[src/rtl/pipe_pkg.sv]
// pipe_pkg -- shared definitions for the pipeline hazard unit.
//
// Contents: default register-number width and producer-stage count,
// forwarding-select encodings, the halt FSM state type, and the
// compile-time forwarding switch.
//
// Build option: define HAZ_FORWARD_EN to enable operand forwarding.
// Without it, the unit behaves as a pure interlock: forwarding selects stay
// at the register file, and any match in a stage that has not yet written
// back causes a stall.
package pipe_pkg;

  localparam int REG_AW_DEF = 5;
  localparam int NSTAGE_DEF = 3;

  // Forwarding mux select values: 0 = register file, i+1 = producer stage i.
  localparam int FWD_REGFILE = 0;
  localparam int FWD_EX      = 1;
  localparam int FWD_MEM     = 2;
  localparam int FWD_WB      = 3;

  typedef enum logic {
    HS_RUN,
    HS_HALTED
  } halt_state_e;

`ifdef HAZ_FORWARD_EN
  localparam bit FWD_MODE = 1'b1;
`else
  localparam bit FWD_MODE = 1'b0;
`endif

endpackage

[src/rtl/pipe_hazard_unit_match.sv]
// hazard_match -- youngest-producer priority encoder for one source operand.
//
// Ports:
//   used      in  operand is read by the ID instruction
//   num       in  operand register number
//   st_wr     in  per-stage RegWrite (bit i = stage i, 0 = youngest)
//   st_load   in  per-stage MemtoReg
//   st_num    in  per-stage destination numbers, stage i at [i*REG_AW +: REG_AW]
//   hit       out some stage will write this operand
//   idx       out index of the youngest such stage (0 when no hit)
//   not_ready out the youngest producer cannot supply the value this cycle
//
// Behaviour depends on HAZ_FORWARD_EN through pipe_pkg::FWD_MODE.
module hazard_match
  import pipe_pkg::*;
#(
  parameter int NSTAGE   = NSTAGE_DEF,
  parameter int REG_AW   = REG_AW_DEF,
  parameter int LOAD_LAT = 1,
  parameter int SEL_W    = $clog2(NSTAGE + 1)
) (
  input  logic                     used,
  input  logic [REG_AW-1:0]        num,
  input  logic [NSTAGE-1:0]        st_wr,
  input  logic [NSTAGE-1:0]        st_load,
  input  logic [NSTAGE*REG_AW-1:0] st_num,
  output logic                     hit,
  output logic [SEL_W-1:0]         idx,
  output logic                     not_ready
);

  always_comb begin
    int   hit_stage;
    logic hit_load;
    // NOTE: every combinational output gets a default before any branch;
    // a path that leaves one unassigned would infer a latch.
    hit       = 1'b0;
    idx       = '0;
    not_ready = 1'b0;
    hit_stage = NSTAGE;
    hit_load  = 1'b0;

    // Scan oldest to youngest so the lowest matching index is kept last.
    // Register zero is hard-wired and never creates a dependency.
    for (int i = NSTAGE - 1; i >= 0; i--) begin
      if (used && (num != '0) && st_wr[i] && (st_num[i*REG_AW +: REG_AW] == num)) begin
        hit       = 1'b1;
        hit_stage = i;
        hit_load  = st_load[i];
      end
    end

    if (hit) begin
      idx = SEL_W'(hit_stage);
      if (FWD_MODE) begin
        // A load still in its first LOAD_LAT stages has no data on the bypass.
        not_ready = hit_load && (hit_stage < LOAD_LAT);
      end else begin
        // Without bypass paths only the write-back stage is safe: it writes
        // the register file before ID reads it.
        not_ready = (hit_stage < NSTAGE - 1);
      end
    end
  end

endmodule

[src/rtl/pipe_hazard_unit.sv]
// pipe_hazard_unit -- RAW detection, forwarding select, branch flush,
// syscall halt/resume and hazard statistics for the in-order pipeline.
//
// Ports:
//   clk, CLR                 clock; asynchronous active-high reset
//   rs_used/rt_used          ID instruction reads rs/rt
//   rs_num/rt_num            ID source register numbers
//   st_wr/st_load/st_num     producer stage write info (stage 0 = EX)
//   branch_taken             EX resolved a taken branch/jump
//   syscall_halt             WB syscall requests halt
//   go                       resume button level
//   fwd_rs/fwd_rt            operand source: 0 = regfile, i+1 = stage i
//   pc_en/ifid_en            PC and IF/ID enables
//   ifid_flush/idex_bubble   bubble inserts
//   halt                     pipeline frozen (registered)
//   stall_cnt/flush_cnt/halt_cnt  saturating statistics
//
// Build option: HAZ_FORWARD_EN enables forwarding (see pipe_pkg).
module pipe_hazard_unit
  import pipe_pkg::*;
#(
  parameter int NSTAGE   = NSTAGE_DEF,
  parameter int REG_AW   = REG_AW_DEF,
  parameter int LOAD_LAT = 1,
  parameter int CNT_W    = 32
) (
  input  logic                          clk,
  input  logic                          CLR,
  input  logic                          rs_used,
  input  logic                          rt_used,
  input  logic [REG_AW-1:0]             rs_num,
  input  logic [REG_AW-1:0]             rt_num,
  input  logic [NSTAGE-1:0]             st_wr,
  input  logic [NSTAGE-1:0]             st_load,
  input  logic [NSTAGE*REG_AW-1:0]      st_num,
  input  logic                          branch_taken,
  input  logic                          syscall_halt,
  input  logic                          go,
  output logic [$clog2(NSTAGE+1)-1:0]   fwd_rs,
  output logic [$clog2(NSTAGE+1)-1:0]   fwd_rt,
  output logic                          pc_en,
  output logic                          ifid_en,
  output logic                          ifid_flush,
  output logic                          idex_bubble,
  output logic                          halt,
  output logic [CNT_W-1:0]              stall_cnt,
  output logic [CNT_W-1:0]              flush_cnt,
  output logic [CNT_W-1:0]              halt_cnt
);

  localparam int SEL_W = $clog2(NSTAGE + 1);

  logic             rs_hit, rt_hit, rs_nr, rt_nr;
  logic [SEL_W-1:0] rs_idx, rt_idx;
  logic             data_stall, stall_win, flush_win;
  logic             go_q, go_rise;
  halt_state_e      state_q, state_d;

  hazard_match #(
    .NSTAGE(NSTAGE), .REG_AW(REG_AW), .LOAD_LAT(LOAD_LAT), .SEL_W(SEL_W)
  ) u_match_rs (
    .used(rs_used), .num(rs_num), .st_wr(st_wr), .st_load(st_load),
    .st_num(st_num), .hit(rs_hit), .idx(rs_idx), .not_ready(rs_nr)
  );

  hazard_match #(
    .NSTAGE(NSTAGE), .REG_AW(REG_AW), .LOAD_LAT(LOAD_LAT), .SEL_W(SEL_W)
  ) u_match_rt (
    .used(rt_used), .num(rt_num), .st_wr(st_wr), .st_load(st_load),
    .st_num(st_num), .hit(rt_hit), .idx(rt_idx), .not_ready(rt_nr)
  );

  assign fwd_rs = (FWD_MODE && rs_hit) ? rs_idx + SEL_W'(1) : SEL_W'(FWD_REGFILE);
  assign fwd_rt = (FWD_MODE && rt_hit) ? rt_idx + SEL_W'(1) : SEL_W'(FWD_REGFILE);

  assign data_stall = rs_nr | rt_nr;
  assign halt       = (state_q == HS_HALTED);
  assign go_rise    = go & ~go_q;

  // Priority: halt freezes everything, a taken branch squashes the dependent
  // instruction so its stall is moot, otherwise a data stall holds IF/ID.
  assign flush_win = !halt && branch_taken;
  assign stall_win = !halt && !branch_taken && data_stall;

  always_comb begin
    pc_en       = 1'b1;
    ifid_en     = 1'b1;
    ifid_flush  = 1'b0;
    idex_bubble = 1'b0;
    if (halt) begin
      pc_en   = 1'b0;
      ifid_en = 1'b0;
    end else if (branch_taken) begin
      ifid_flush  = 1'b1;
      idex_bubble = 1'b1;
    end else if (data_stall) begin
      pc_en       = 1'b0;
      ifid_en     = 1'b0;
      idex_bubble = 1'b1;
    end
  end

  // A go edge can only resume from HALTED, so a go edge coinciding with the
  // halting syscall is naturally ignored.
  always_comb begin
    state_d = state_q;
    case (state_q)
      HS_RUN:    if (syscall_halt) state_d = HS_HALTED;
      HS_HALTED: if (go_rise)      state_d = HS_RUN;
      default:   state_d = HS_RUN;
    endcase
  end

  // NOTE: sequential state uses non-blocking assignments so every register
  // samples pre-edge values regardless of statement order.
  always_ff @(posedge clk or posedge CLR) begin
    if (CLR) begin
      state_q <= HS_RUN;
      go_q    <= 1'b0;
    end else begin
      state_q <= state_d;
      go_q    <= go;
    end
  end

  // Statistics saturate at all-ones instead of wrapping.
  always_ff @(posedge clk or posedge CLR) begin
    if (CLR) begin
      stall_cnt <= '0;
      flush_cnt <= '0;
      halt_cnt  <= '0;
    end else begin
      if (stall_win && (stall_cnt != '1)) stall_cnt <= stall_cnt + CNT_W'(1);
      if (flush_win && (flush_cnt != '1)) flush_cnt <= flush_cnt + CNT_W'(1);
      if (halt && go_rise && (halt_cnt != '1)) halt_cnt <= halt_cnt + CNT_W'(1);
    end
  end

endmodule

[config.mk]
export PLATFORM = sky130hd
export DESIGN_NAME = pipe_hazard_unit
export DESIGN_NICKNAME = d
export VERILOG_FILES = /design/src/rtl/pipe_pkg.sv /design/src/rtl/pipe_hazard_unit_match.sv /design/src/rtl/pipe_hazard_unit.sv
export SDC_FILE = /design/constraint.sdc
export NUM_CORES = 1
export LEC_CHECK = 0
export ABC_AREA = 1
export CORE_ASPECT_RATIO = 0.75
export CORE_MARGIN = 3
export CORE_UTILIZATION = 58
export DETAILED_ROUTE_END_ITERATION = 6
export DONT_BUFFER_PORTS = 1
export GPL_TIMING_DRIVEN = 1
export HOLD_SLACK_MARGIN = 0.12
export PLACE_DENSITY_LB_ADDON = 0.1
export SYNTH_ARGS = -nofsm -noshare
export SYNTH_HDL_FRONTEND = slang
export SYNTH_HIERARCHICAL = 1
export SYNTH_SLANG_ARGS = --single-unit
[constraint.sdc]
create_clock -name clk -period 4.2 [get_ports clk]
set_clock_uncertainty 0.15 [all_clocks]
set_input_delay 0.21 -clock clk [delete_from_list [all_inputs] [get_ports clk]]
set_output_delay 0.21 -clock clk [all_outputs]
set_load 0.1 [all_outputs]
==> results.sh <==
export IMPL_fmax_mhz=400.7
export IMPL_tritoncts="built"
export IMPL_power_density_mw_per_mm2=300.3
export IMPL_io_pin_count=143
export IMPL_timing_critical_path_cells="buf_4, ha_1, nand2_1, nor2_2, nand2_1, nor2_1, nand2_1, buf_4, nand2_4, inv_2, nand2_1, nand2_1"
export IMPL_fp_coreArea_mm2=0.01127
export IMPL_path_clk_slew_ns=0.07
export IMPL_postCtsHoldBufs=3
export IMPL_drt_iter0_markers=517
export IMPL_diodes=0
export IMPL_total_standard_cell_area_after_synthesis_mm2=0.006922
export IMPL_final_instance_count_excl_fill=1343
export IMPL_critical_path_n_buffers_inverters=3
export IMPL_area_growth_pct=16.50
export IMPL_setup_violations=0
export IMPL_critical_path_top_delay_cell="dfrtp_1"
export IMPL_min_delay_path_class="input pin to flop"
export IMPL_final_min_clock_period_ns=2.496
export IMPL_timing_max_slew_rel_slack_pct=27.02
export IMPL_overflow=0
export IMPL_status="finished clean"
export IMPL_placed_cells=1325
export IMPL_power_share_clock_pct=32.8
export IMPL_gr_usage_all_layers_pct=27.03
export IMPL_placementRows=33
export IMPL_final_setup_tns_ns=0
export IMPL_cell_internal_pwr_mw=1.533
export IMPL_first_pass_iters=7
export IMPL_drive_above_1_share_pct=14.42
export IMPL_power_frac_comb_pct=25.9
export IMPL_drv_cap=0
export IMPL_grt_setup_unrepaired="false"
export IMPL_maximum_count_of_clock_buffers_along_a_single_path=2
export IMPL_power_leakage_nw=3.894
export IMPL_cp_data_arrival_time_ns=2.58
export IMPL_drv_slew=0
export IMPL_vias=6959
export IMPL_critical_path_most_common_cell="nand2_1"
export IMPL_dp_final_hpwl_um=13800
export IMPL_cp_slowest_stage_delay_ns=0.33
export IMPL_worstMarginPinSlew_ns=1.095
export IMPL_cts_resized_gates=0
export IMPL_cts_root_buffer="clkbuf_16"
export IMPL_critical_path_required_ns=4.29
export IMPL_synth_warnings=6
export IMPL_endpoint_kind="flop"
export IMPL_insertion_delay_ns=0.35
export IMPL_finalPower_mw=2.422
export IMPL_gp_congestion=0.9307
export IMPL_final_hold_violation_count=0
export IMPL_detail_route_wirelength_um=17810
export IMPL_finalCritPeriodShare_pct=59.43
export IMPL_grt_first_pass_wirelength_um=29680
export IMPL_number_of_remaining_drc_errors=0
export IMPL_syn_mean_instance_area_um2=6.391
export IMPL_number_of_global_route_vias_before_repair=6244
export IMPL_antenna_found_initial=0
export IMPL_critPathMaxFanout=33
export IMPL_die_height_um=100.6
export IMPL_wl_per_cell_um=13.26
export IMPL_netlist_instances=1083
export IMPL_final_nets=1223
export IMPL_swShare_pct=36.69
export IMPL_floorplan_initialDensity_pct=61.41
export IMPL_grt_start_max_net_pins=71
export IMPL_via_density_per_instance=5.182
export IMPL_setup_worst_path_start_class="flop"
export IMPL_vdd_drop_max_mv=0.2935
export IMPL_die_width_um=132.1
export IMPL_ant_nets=0
export IMPL_cts_inserted_buffers=9
export IMPL_cts_htree_levels=3
export IMPL_path_delay_family="simple AND/OR/NAND/NOR gates"
export IMPL_path_class="flop to flop"
export IMPL_pwr_share_seq_pct=41.3
export IMPL_total_switching_power_uw=888.6
export IMPL_cts_post_setup_buffers_inserted=0
export IMPL_cts_sinks=98
export IMPL_port_buffers=0
export IMPL_fp_dieArea_mm2=0.01329
## metal layers
layer	vias to the layer above	part of all wire [%]	GRT usage, %
met5	-	0	0
met2	244	44	41.84
met1	3183	46	37.87
met4	0	1.1	7.103
li1	3512	-	-
met3	20	9.1	7.285
## sequential cells by signal, indices dropped and copies added (netlist names)
register   count
halt_cnt      32
flush_cnt     32
stall_cnt     32
go_q           1
halt           1
## tightest hold or removal path, delay by kind of cell
kind / cells / cell delay [ns]
buffers and inverters: 1 / 0.06
AND/OR/NAND/NOR: 4 / 0.38
## cell type report
cell class	count	area (um^2)
clock buffers	11	252.7
multi-input cells	851	3897
clock inverters	4	26.28
fillers	1016	3208
inverters	118	450.4
repair buffers	104	788.3
well taps	157	196.4
flip-flops and latches	98	2452
## power by group through the flow
stage	sequential (mW)	clock, mW	combinational, mW
detailed placement	1.02	0	0.626
CTS	1.00	0.812	0.629
global placement	1.02	0	0.621
global route	1.01	0.846	0.664
finish	1.00	0.794	0.626
floorplan	1.33	0	0.204
## layout by cell type, fill, tap and decap left out, types with 15 or more instances in the layout
cell      instances
xor2_1           24
nor2_1          152
nand3_1          60
inv_1           104
nand4_1          26
nand2_1         475
buf_4           101
nand3b_1         21
nor2_2           16
dfrtp_1          98
xnor2_1          15
## final timing paths
kind                              startpoint       endpoint  slack, ns  cells after the start
worst max register to register  flush_cnt[0]  flush_cnt[17]       1.70                     12
max in group asynchronous                CLR   flush_cnt[7]       2.60                      3
worst max-delay path            flush_cnt[0]  flush_cnt[17]       1.70                     12
min in group asynchronous                CLR   stall_cnt[0]       0.38                      2
worst min register to register  flush_cnt[3]   flush_cnt[3]       0.37                      2
worst min-delay path            branch_taken   stall_cnt[8]       0.19                      5
## stage by stage
step / util, % / hold slack (ns) / cell area (um^2) / setup WS [ns]
floorplan: - / 0.09143 / 6933 / 0.7858
global placement: 68.80 / 0.09159 / 7755 / 1.783
detailed placement: 68.80 / 0.09154 / 7755 / 1.744
CTS: 71.54 / 0.1867 / 8064 / 1.731
global route: 71.54 / 0.2212 / 8064 / 1.526
finish: 71.54 / 0.1854 / 8064 / 1.704
Note: power is estimated with default switching activity, not from simulation.
